===== src/rtl/operand_aligner_if.sv =====
// Operand aligner bus: two upstream valid/ready operand streams, flush, and the
// aligned downstream pair with occupancy and issue-count status.
interface operand_aligner_if #(
  parameter int unsigned WIDTH = 8,
  parameter int unsigned DEPTH = 4,
  parameter int unsigned CNT_W = 16
);
  localparam int unsigned LvlW = $clog2(DEPTH) + 1;

  logic             in_a_valid;
  logic [WIDTH-1:0] in_a_data;
  logic             in_a_ready;
  logic             in_b_valid;
  logic [WIDTH-1:0] in_b_data;
  logic             in_b_ready;
  logic             flush;
  logic             a_valid;
  logic [WIDTH-1:0] a;
  logic             b_valid;
  logic [WIDTH-1:0] b;
  logic [LvlW-1:0]  a_level;
  logic [LvlW-1:0]  b_level;
  logic [CNT_W-1:0] pair_count;

  modport master (
    output in_a_valid, in_a_data, in_b_valid, in_b_data, flush,
    input  in_a_ready, in_b_ready, a_valid, a, b_valid, b, a_level, b_level, pair_count
  );

  modport slave (
    input  in_a_valid, in_a_data, in_b_valid, in_b_data, flush,
    output in_a_ready, in_b_ready, a_valid, a, b_valid, b, a_level, b_level, pair_count
  );
endinterface


===== src/rtl/operand_aligner.sv =====
// Buffers two operand streams in per-stream FIFOs and issues them strictly as
// aligned pairs, so the downstream a_valid/b_valid are always asserted together.
module operand_aligner #(
  parameter int unsigned WIDTH = 8,
  parameter int unsigned DEPTH = 4,
  parameter int unsigned CNT_W = 16
) (
  input logic              clk,
  input logic              rst,
  operand_aligner_if.slave bus_io
);
  localparam int unsigned PtrW = $clog2(DEPTH);
  localparam int unsigned LvlW = PtrW + 1;

  typedef logic [WIDTH-1:0] word_t;

  word_t            mem_a_q [DEPTH];
  word_t            mem_b_q [DEPTH];
  logic [PtrW-1:0]  a_wr_q, a_wr_d, a_rd_q, a_rd_d;
  logic [PtrW-1:0]  b_wr_q, b_wr_d, b_rd_q, b_rd_d;
  logic [LvlW-1:0]  a_lvl_q, a_lvl_d, b_lvl_q, b_lvl_d;
  logic             vld_q, vld_d;
  word_t            a_q, a_d, b_q, b_d;
  logic [CNT_W-1:0] cnt_q, cnt_d;

  logic pop, a_rdy, b_rdy, push_a, push_b;

  // Pop depends only on registered levels and flush, never on the input valids.
  always_comb begin
    pop    = (a_lvl_q != '0) && (b_lvl_q != '0) && !bus_io.flush;
    a_rdy  = !bus_io.flush && ((a_lvl_q != LvlW'(DEPTH)) || pop);
    b_rdy  = !bus_io.flush && ((b_lvl_q != LvlW'(DEPTH)) || pop);
    push_a = bus_io.in_a_valid && a_rdy;
    push_b = bus_io.in_b_valid && b_rdy;
  end

  always_comb begin
    a_wr_d  = a_wr_q;
    a_rd_d  = a_rd_q;
    a_lvl_d = a_lvl_q;
    b_wr_d  = b_wr_q;
    b_rd_d  = b_rd_q;
    b_lvl_d = b_lvl_q;
    if (bus_io.flush) begin
      a_wr_d  = '0;
      a_rd_d  = '0;
      a_lvl_d = '0;
      b_wr_d  = '0;
      b_rd_d  = '0;
      b_lvl_d = '0;
    end else begin
      if (push_a) a_wr_d = a_wr_q + PtrW'(1);
      if (push_b) b_wr_d = b_wr_q + PtrW'(1);
      if (pop) begin
        a_rd_d = a_rd_q + PtrW'(1);
        b_rd_d = b_rd_q + PtrW'(1);
      end
      unique case ({push_a, pop})
        2'b10:   a_lvl_d = a_lvl_q + LvlW'(1);
        2'b01:   a_lvl_d = a_lvl_q - LvlW'(1);
        default: a_lvl_d = a_lvl_q;
      endcase
      unique case ({push_b, pop})
        2'b10:   b_lvl_d = b_lvl_q + LvlW'(1);
        2'b01:   b_lvl_d = b_lvl_q - LvlW'(1);
        default: b_lvl_d = b_lvl_q;
      endcase
    end
  end

  // Outputs return to zero on any non-issuing cycle; the consumer never stalls.
  always_comb begin
    vld_d = pop;
    a_d   = pop ? mem_a_q[a_rd_q] : '0;
    b_d   = pop ? mem_b_q[b_rd_q] : '0;
    cnt_d = pop ? cnt_q + CNT_W'(1) : cnt_q;
  end

  always_ff @(posedge clk or posedge rst) begin
    if (rst) begin
      a_wr_q  <= '0;
      a_rd_q  <= '0;
      a_lvl_q <= '0;
      b_wr_q  <= '0;
      b_rd_q  <= '0;
      b_lvl_q <= '0;
      vld_q   <= 1'b0;
      a_q     <= '0;
      b_q     <= '0;
      cnt_q   <= '0;
    end else begin
      a_wr_q  <= a_wr_d;
      a_rd_q  <= a_rd_d;
      a_lvl_q <= a_lvl_d;
      b_wr_q  <= b_wr_d;
      b_rd_q  <= b_rd_d;
      b_lvl_q <= b_lvl_d;
      vld_q   <= vld_d;
      a_q     <= a_d;
      b_q     <= b_d;
      cnt_q   <= cnt_d;
    end
  end

  // Storage needs no reset: entries are only read once counted in the level.
  always_ff @(posedge clk) begin
    if (push_a) mem_a_q[a_wr_q] <= bus_io.in_a_data;
    if (push_b) mem_b_q[b_wr_q] <= bus_io.in_b_data;
  end

  assign bus_io.in_a_ready = a_rdy;
  assign bus_io.in_b_ready = b_rdy;
  assign bus_io.a_valid    = vld_q;
  assign bus_io.b_valid    = vld_q;
  assign bus_io.a          = a_q;
  assign bus_io.b          = b_q;
  assign bus_io.a_level    = a_lvl_q;
  assign bus_io.b_level    = b_lvl_q;
  assign bus_io.pair_count = cnt_q;
endmodule

===== src/flat_wrapper.sv =====
// flat-port wrapper written by rule: the top's interface ports become plain ports
module operand_aligner_flat 
#(
  parameter int unsigned WIDTH = 8,
  parameter int unsigned DEPTH = 4,
  parameter int unsigned CNT_W = 16
)
  (clk, rst, bus_io_in_a_valid, bus_io_in_a_data, bus_io_in_b_valid, bus_io_in_b_data, bus_io_flush, bus_io_in_a_ready, bus_io_in_b_ready, bus_io_a_valid, bus_io_a, bus_io_b_valid, bus_io_b, bus_io_a_level, bus_io_b_level, bus_io_pair_count);
  operand_aligner_if #(.WIDTH(WIDTH), .DEPTH(DEPTH), .CNT_W(CNT_W)) bus_io_i ();
  input logic clk;
  input logic rst;
  input wire logic [$bits(bus_io_i.in_a_valid)-1:0] bus_io_in_a_valid;
  input wire logic [$bits(bus_io_i.in_a_data)-1:0] bus_io_in_a_data;
  input wire logic [$bits(bus_io_i.in_b_valid)-1:0] bus_io_in_b_valid;
  input wire logic [$bits(bus_io_i.in_b_data)-1:0] bus_io_in_b_data;
  input wire logic [$bits(bus_io_i.flush)-1:0] bus_io_flush;
  output wire logic [$bits(bus_io_i.in_a_ready)-1:0] bus_io_in_a_ready;
  output wire logic [$bits(bus_io_i.in_b_ready)-1:0] bus_io_in_b_ready;
  output wire logic [$bits(bus_io_i.a_valid)-1:0] bus_io_a_valid;
  output wire logic [$bits(bus_io_i.a)-1:0] bus_io_a;
  output wire logic [$bits(bus_io_i.b_valid)-1:0] bus_io_b_valid;
  output wire logic [$bits(bus_io_i.b)-1:0] bus_io_b;
  output wire logic [$bits(bus_io_i.a_level)-1:0] bus_io_a_level;
  output wire logic [$bits(bus_io_i.b_level)-1:0] bus_io_b_level;
  output wire logic [$bits(bus_io_i.pair_count)-1:0] bus_io_pair_count;
  assign bus_io_i.in_a_valid = bus_io_in_a_valid;
  assign bus_io_i.in_a_data = bus_io_in_a_data;
  assign bus_io_i.in_b_valid = bus_io_in_b_valid;
  assign bus_io_i.in_b_data = bus_io_in_b_data;
  assign bus_io_i.flush = bus_io_flush;
  assign bus_io_in_a_ready = bus_io_i.in_a_ready;
  assign bus_io_in_b_ready = bus_io_i.in_b_ready;
  assign bus_io_a_valid = bus_io_i.a_valid;
  assign bus_io_a = bus_io_i.a;
  assign bus_io_b_valid = bus_io_i.b_valid;
  assign bus_io_b = bus_io_i.b;
  assign bus_io_a_level = bus_io_i.a_level;
  assign bus_io_b_level = bus_io_i.b_level;
  assign bus_io_pair_count = bus_io_i.pair_count;
  operand_aligner #(.WIDTH(WIDTH), .DEPTH(DEPTH), .CNT_W(CNT_W)) u_core (.clk(clk), .rst(rst), .bus_io(bus_io_i));
endmodule

===== config.mk =====
export PLATFORM = sky130hd
export DESIGN_NAME = operand_aligner_flat
export DESIGN_NICKNAME = d
export VERILOG_FILES = /design/src/rtl/operand_aligner_if.sv /design/src/rtl/operand_aligner.sv /design/src/flat_wrapper.sv
export SDC_FILE = /design/constraint.sdc
export NUM_CORES = 1
export LEC_CHECK = 0
export CAP_MARGIN = 20
export CORE_MARGIN = 2
export CORE_UTILIZATION = 40
export DETAILED_ROUTE_END_ITERATION = 8
export HOLD_SLACK_MARGIN = 0.06
export PLACE_DENSITY_LB_ADDON = 0.05
export SETUP_SLACK_MARGIN = 0.02
export SYNTH_ARGS = -nofsm -noshare
export SYNTH_HDL_FRONTEND = slang
export SYNTH_SLANG_ARGS = --single-unit
export TNS_END_PERCENT = 100

===== constraint.sdc =====
create_clock -name clk -period 2.38 [get_ports clk]
set_input_delay 0.476 -clock clk [delete_from_list [all_inputs] [get_ports clk]]
set_output_delay 0.476 -clock clk [all_outputs]
set_load 0.02 [all_outputs]

==> run_results.csv, run 1 <==
group,metric,value,unit
synthesis,ys_types,43,
power,p_switching,1170,uW
routing,dr.first_iter.drc_count,109,
critical_path,timing.rr.start,"u_core.bus_io.a_level[1]",
grt,grt_max_degree,48,
die,die_w,111,um
critical_path,reg2reg_depth,7,
die,dieArea,12300,um^2
sta,fmax,441,MHz
sta,min_period,2.27,ns
sta,worst_pin_slew,0.659,ns
power,p_leak,0.00229,uW
routing,ant_nets,0,
power,clock_power_share,33.6,%
die,initial_core_util,40.5,%
synthesis,synth_seq_cells,111,
critical_path,cp-start-kind,"input pin",
critical_path,r2r-end,"u_core.bus_io.a_level[2]",
sta,setup_viol,0,
cts,cts_buffers,9,
cts,cts_max_level,3,
routing,wl,8440,um
synthesis,synth_edf_count,64,
die,rows,39,
sta,slew_headroom,56.0,%
synthesis,yosysWarnings,0,
routing,viasPerCell,4.91,
worst_hold_path,worstHoldPathType,"reg -> reg",
die,die_h,111,um
critical_path,r2r_slack,0.13,ns
critical_path,critPathMaxFanout,2,
synthesis,synth_nets,324,
sta,hold_violations,0,
flow_run,cap_violations,0,
cts,cts_hold_buf,0,
status,status,"finished clean",
synthesis,synth_top_family_by_area,"simple AND/OR/NAND/NOR gates",
die,ios,63,
critical_path,critPathSlowestCell,"or4_4",
synthesis,yosysSeqAreaShare,67.5,%
routing,num_vias,2623,
cts,numClockSinks,111,
placement,dpl.hpwl,5680,um
synthesis,netlist.area_leader.share,41.9,%
cts,path_clk_slew,0.07,ns
power,powerDensity,771,nW/um^2
critical_path,endpoint_kind,"flip-flop",
sta,skew,0.00855,ns
synthesis,synth_top_area_cell,"edfxtp_1",
synthesis,yosys-top-cells-area,"edfxtp_1, dfrtp_1, mux4_2",
worst_hold_path,min_to,"u_core.bus_io.pair_count[15]",
routing,drc,0,
synthesis,synth_cells,292,
synthesis,synth-xor-area-share,3.82,%
layout,syn_to_final_growth,29.1,%
die,coreArea,11300,um^2
grt,grt_usage,14.9,%
grt,grt_pass1_wl,14000,um
layout,drive_gt1_share,21.0,%
power,p_sw_share,25.7,%
sta,finalHoldWorstSlack,0.470,ns
sta,rsz0062_at_grt,"no",
grt,grt_antenna_before_repair,0,
power,ir_drop,0.529,mV
cts,cts_buffer_depth,2,
synthesis,synth_compound_gate_area_share,2.70,%
synthesis,synthesis.area,4590,um^2
critical_path,cp_cell_sequence,"clkdlybuf4s50_1 > inv_1 > a311oi_4 > nor2_1 > fa_2 > or4_4 > a21oi_2 > o21a_1",
critical_path,worstPathArrival,2.55,ns
sta,finalCritPeriodShare,95.3,%
cts,cts_tree,"built",
layout,layout.nets,418,
synthesis,synthSimpleGateAreaFrac,11.7,%
synthesis,async_flop_share,42.3,%
power,p_int,3390,uW
critical_path,required,2.67,ns
grt,first_global_vias,2666,
synthesis,synthAdderAreaFrac,3.33,%
synthesis,avgSynthCellArea,15.7,um^2
layout,n_antenna_cell,0,
synthesis,muxShareOfSynthArea,9.03,%
routing,drt_first_pass_iters,4,
worst_hold_path,hold_depth,1,
grt,gr-total-overflow,0,
placement,place.gp.congestion,0.774,
power,seqPwrFrac,49.4,%
cts,root_buffer,"clkbuf_16",
power,comb_power_share,17.0,%
placement,portBuffers,62,
synthesis,synth_ff_type,"edfxtp_1",
cts,clk_latency,0.35,ns
sta,slew_violations,0,
critical_path,path_class,"in -> reg",
worst_hold_path,hp-start,"u_core.bus_io.pair_count[15]",
power,p_total,4570,uW
routing,wl_per_cell,15.8,um
critical_path,critPathMaxStageDelay,0.54,ns
[sequential cells by signal (all words and copies together) (netlist names)]
| register | flops |
|---|---|
| u_core.a_wr_q | 2 |
| u_core.bus_io.pair_count | 16 |
| u_core.bus_io.a | 8 |
| u_core.b_rd_q | 2 |
| u_core.a_rd_q | 2 |
| u_core.mem_b_q | 32 |
| u_core.mem_a_q | 32 |
| u_core.bus_io.a_level | 3 |
| u_core.bus_io.b | 8 |
| u_core.bus_io.b_level | 3 |
| u_core.b_wr_q | 2 |
| u_core.bus_io.a_valid | 1 |
[worst max-delay path by stage]
stage	depth (start not counted)	end	from	slack, ns
floorplan	7	u_core.bus_io.a_level[2]	u_core.bus_io.a_level[1]	0.06
global placement	8	u_core.bus_io.a_level[2]	bus_io_in_a_valid	-0.19
detailed placement	8	u_core.bus_io.a_level[2]	bus_io_in_a_valid	-0.26
CTS	7	u_core.bus_io.a_level[2]	u_core.bus_io.a_level[1]	0.10
global route	8	u_core.bus_io.a_level[2]	bus_io_in_a_valid	0.02
finish	8	u_core.bus_io.a_level[2]	bus_io_in_a_valid	0.11
[cell usage in the layout, fill, tap and decap left out, drive strengths merged, types with 6 or more instances in the layout]
cell type,instances
edfxtp,64
clkdlybuf4s50,60
dfrtp,47
buf,30
and2,25
nand2,16
mux4,16
xnor2,15
nor2,15
inv,11
clkbuf,11
ha,9
nand3,8
nor3,7
o21ai,6
[cell usage after synthesis (2+ instances only)]
master,n
nor3_1,3
nor2_1,15
edfxtp_1,64
a31oi_1,4
xnor2_1,15
o21ai_1,2
buf_2,3
clkbuf_1,2
o21ai_0,4
mux2i_1,2
mux4_2,16
nor3_2,3
buf_1,2
ha_1,9
a21oi_1,4
nand2_1,16
mux2_1,3
or4_1,2
or3_4,2
and2_1,25
dfrtp_1,47
nand4_1,3
and3_1,5
nand3_1,7
fa_1,2
nor2b_1,2
xor2_1,5
inv_1,10
[layout make-up]
type	count	area [um^2]
Fill cell	987	5400
Clock buffer	11	243
Sequential cell	111	3110
Timing Repair Buffer	92	856
Clock inverter	5	65.1
Inverter	10	37.5
Tap cell	143	179
Multi-Input combinational cell	162	1440
[through the flow]
stage,setup WS (ns),util [%],cell area [um^2],setup TNS [ns],std cells
final,0.112,52.3,5920,0,534
after global routing,0.0212,52.3,5920,0,534
after CTS,0.102,52.2,5910,0,533
after detailed placement,-0.261,49.4,5590,-0.430,517
after global placement,-0.194,49.4,5590,-0.272,517
after floorplan,0.0592,-,4610,0,292
[metal layers]
metal / routed length, um / global-route usage (%) / share of wire [%]
met1: 3690 / 18.5 / 44
met2: 4310 / 25.0 / 51
met3: 335 / 4.76 / 4.0
met4: 105 / 4.44 / 1.2
met5: 0 / 0 / 0
[kinds of logic after synthesis]
kind of cell / after synthesis
flops: 111
simple gates: 91
mux: 21
xor+xnor: 20
compound gates: 19
buf+inv: 19
fa+ha+maj: 11
[critical path: cells and delay by family]
kind	cells	cell delay (ns)
AO/OA/AOI/OAI	3	0.54
adder cells (fa/ha/maj)	1	0.34
buffers and inverters	2	0.56
AND/OR/NAND/NOR	2	0.63
[repair_timing]
item / CTS / global route
setup endpoints to repair: 2 / 1
pin swaps: 0 / 0
resized for setup: 5 / 2
buffers inserted: 0 / 1
hold endpoints to repair: 0 / 0
[power groups by stage]
| stage | Clock [uW] | Combinational, uW | Sequential (uW) |
|---|---|---|---|
| 2_1_floorplan | 0 | 412 | 2320 |
| 5_1_grt | 1680 | 849 | 2280 |
| 3_5_place_dp | 0 | 779 | 2300 |
| 4_1_cts | 1590 | 786 | 2260 |
| 3_3_place_gp | 0 | 770 | 2300 |
| 6_report | 1530 | 778 | 2260 |
Note: power is estimated with default switching activity, not from simulation.
==> run 2: changes to the inputs <==
GPL_TIMING_DRIVEN = 1   (was not set)
RECOVER_POWER = 50   (was not set)
clock period = 2.65 ns   (was 2.38 ns; I/O delays follow)
==> run 2 against run 1 <==
Die area stayed put. Highest routed layer unchanged. Flip-flop and latch count unchanged. Sequential power fell by 10%. Critical path depth decreased by 3. Via count fell by 1.9%. First-iteration DRC count fell by 7.3%. Sequential share of layout area up 1.4 points. Wire length up 1.8%.
==> run_results.csv, run 2 (synthesis gave the netlist of run 1 again) <==
group,metric,value,unit
critical_path,cp_cell_sequence,"buf_4 > nor3_4 > and3_1 > nor2_1 > clkdlybuf4s50_1",
sta,skew,0.00654,ns
layout,final_cell_mix,"edfxtp_1, dfrtp_1, clkdlybuf4s50_1",
sta,slew_violations,0,
layout,final_common_cell,"edfxtp_1",
die,die_w,111,um
layout,drive_gt1_share,13.1,%
critical_path,r2r_slack,0.18,ns
cts,cts_tree,"built",
layout,syn_to_final_growth,25.5,%
layout,postLayoutCoreUtil,50.9,%
critical_path,path_class,"reg -> out",
cts,cts_buffer_depth,2,
placement,placed_cells,508,
worst_hold_path,min_to,"u_core.bus_io.pair_count[15]",
layout,seqCellArea,3100,um^2
critical_path,cp_top_family,"buffers and inverters",
cts,cts_setup_buffers,0,
sta,rsz0062_at_grt,"no",
critical_path,endpoint_kind,"primary output",
grt,gr-total-overflow,0,
critical_path,critPathMaxFanout,5,
die,die_h,111,um
grt,use_met1,20.1,%
grt,met3_usage,3.66,%
cts,cts_hold_buf,0,
layout,final_cells,524,
cts,cts_buffers,9,
cts,path_clk_slew,0.07,ns
grt,globalRouteMet2Util,24.0,%
sta,timing.setup.tns,0,ns
cts,cts_max_level,3,
grt,grt_max_degree,48,
worst_hold_path,worstHoldPathType,"reg -> reg",
sta,setup_viol,0,
grt,first_global_vias,2731,
routing,wl_per_cell,16.4,um
routing,dr.first_iter.drc_count,101,
power,ir_drop,0.511,mV
placement,dpl.hpwl,5710,um
die,initial_core_util,40.5,%
critical_path,r2r-end,"u_core.bus_io.a_level[2]",
routing,drc,0,
layout,multiInputGateArea,1380,um^2
critical_path,cp-start-kind,"flip-flop",
grt,grt_antenna_before_repair,0,
routing,drt_first_pass_iters,4,
cts,numClockSinks,111,
worst_hold_path,hold_depth,1,
status,status,"finished clean",
critical_path,critPathMaxStageDelay,0.61,ns
flow_run,cap_violations,0,
power,p_leak,0.00222,uW
grt,grt_pass1_wl,14300,um
critical_path,required,2.12,ns
placement,portBuffers,62,
die,coreArea,11300,um^2
routing,ant_nets,0,
critical_path,path_buf_inv,2,
sta,worst_pin_slew,1.25,ns
grt,grt-busiest-layer,"met2",
layout,n_antenna_cell,0,
die,ios,63,
placement,place.gp.congestion,0.731,
cts,root_buffer,"clkbuf_16",
sta,fmax,403,MHz
layout,layout.nets,408,
cts,clk_latency,0.35,ns
critical_path,timing.rr.start,"u_core.bus_io.b_level[2]",
grt,grt_usage,15.0,%
sta,hold_violations,0,
routing,num_vias,2574,
die,dieArea,12300,um^2
critical_path,critPathSlowestCell,"clkdlybuf4s50_1",
layout,nFillCells,979,
sta,slew_headroom,16.5,%
worst_hold_path,hp-start,"u_core.bus_io.pair_count[15]",
routing,wl,8590,um
power,powerDensity,698,nW/um^2
die,rows,39,
routing,viasPerCell,4.91,
sta,min_period,2.48,ns
critical_path,cp.depth,5,
critical_path,worstPathArrival,1.95,ns
sta,finalCritPeriodShare,93.7,%
critical_path,reg2reg_depth,7,
==> run 2: cell count changes in the layout (fill, tap and decap cells not counted), sizes merged <==
cell	previous run	this run
dlygate4sd3	0	18
clkdlybuf4s50	60	43
buf	30	15
clkbuf	11	15
clkinvlp	0	2
dlygate4sd2	2	0
clkinv	3	2
dlymetal6s2s	0	1
==> run 2: power breakdown <==
| group | leakage, uW | switching, uW | internal (uW) |
|---|---|---|---|
| Clock | 0.000139 | 620 | 741 |
| Sequential | 0.00123 | 102 | 1930 |
| Combinational | 0.000856 | 325 | 304 |
==> run 2: through the flow <==
stage / hold WS [ns] / worst slack, ns / instance area [um^2] / power (uW)
global placement: 0.460 / 0.0130 / 5500 / 2730
CTS: 0.476 / 0.0927 / 5800 / 4110
floorplan: 0.562 / 0.155 / 4590 / 2450
detailed placement: 0.466 / -0.0621 / 5500 / 2740
global route: 0.509 / 0.0444 / 5760 / 4200
finish: 0.467 / 0.167 / 5760 / 4020
==> run 2: metal layers <==
layer / vias up / part of all wire, %
li1: 1231 / -
met1: 1292 / 46
met2: 41 / 49
met3: 10 / 3.0
met4: 0 / 1.9
met5: - / 0
==> run 2: final cells by class <==
class	count	share of cell area, %
Timing Repair Buffer	82	13.3
Clock inverter	6	1.19
Clock buffer	10	3.98
Inverter	10	0.652
Sequential cell	111	53.8
Multi-Input combinational cell	162	23.9
Tap cell	143	3.11
==> run 2: worst max-delay path by stage <==
stage,start,endpoint
finish,u_core.bus_io.a_level[0],bus_io_in_b_ready
global route,u_core.bus_io.b_level[2],bus_io_in_a_ready
CTS,bus_io_flush,bus_io_in_a_ready
detailed placement,bus_io_in_a_valid,u_core.bus_io.a_level[2]
global placement,bus_io_in_a_valid,u_core.bus_io.a_level[2]
floorplan,u_core.bus_io.a_level[0],u_core.bus_io.a_level[2]
==> run 2: what timing repair did <==
action                     in CTS  in global routing
hold endpoints to repair        0                  0
gates resized for setup         0                  1
setup endpoints to repair       0                  1
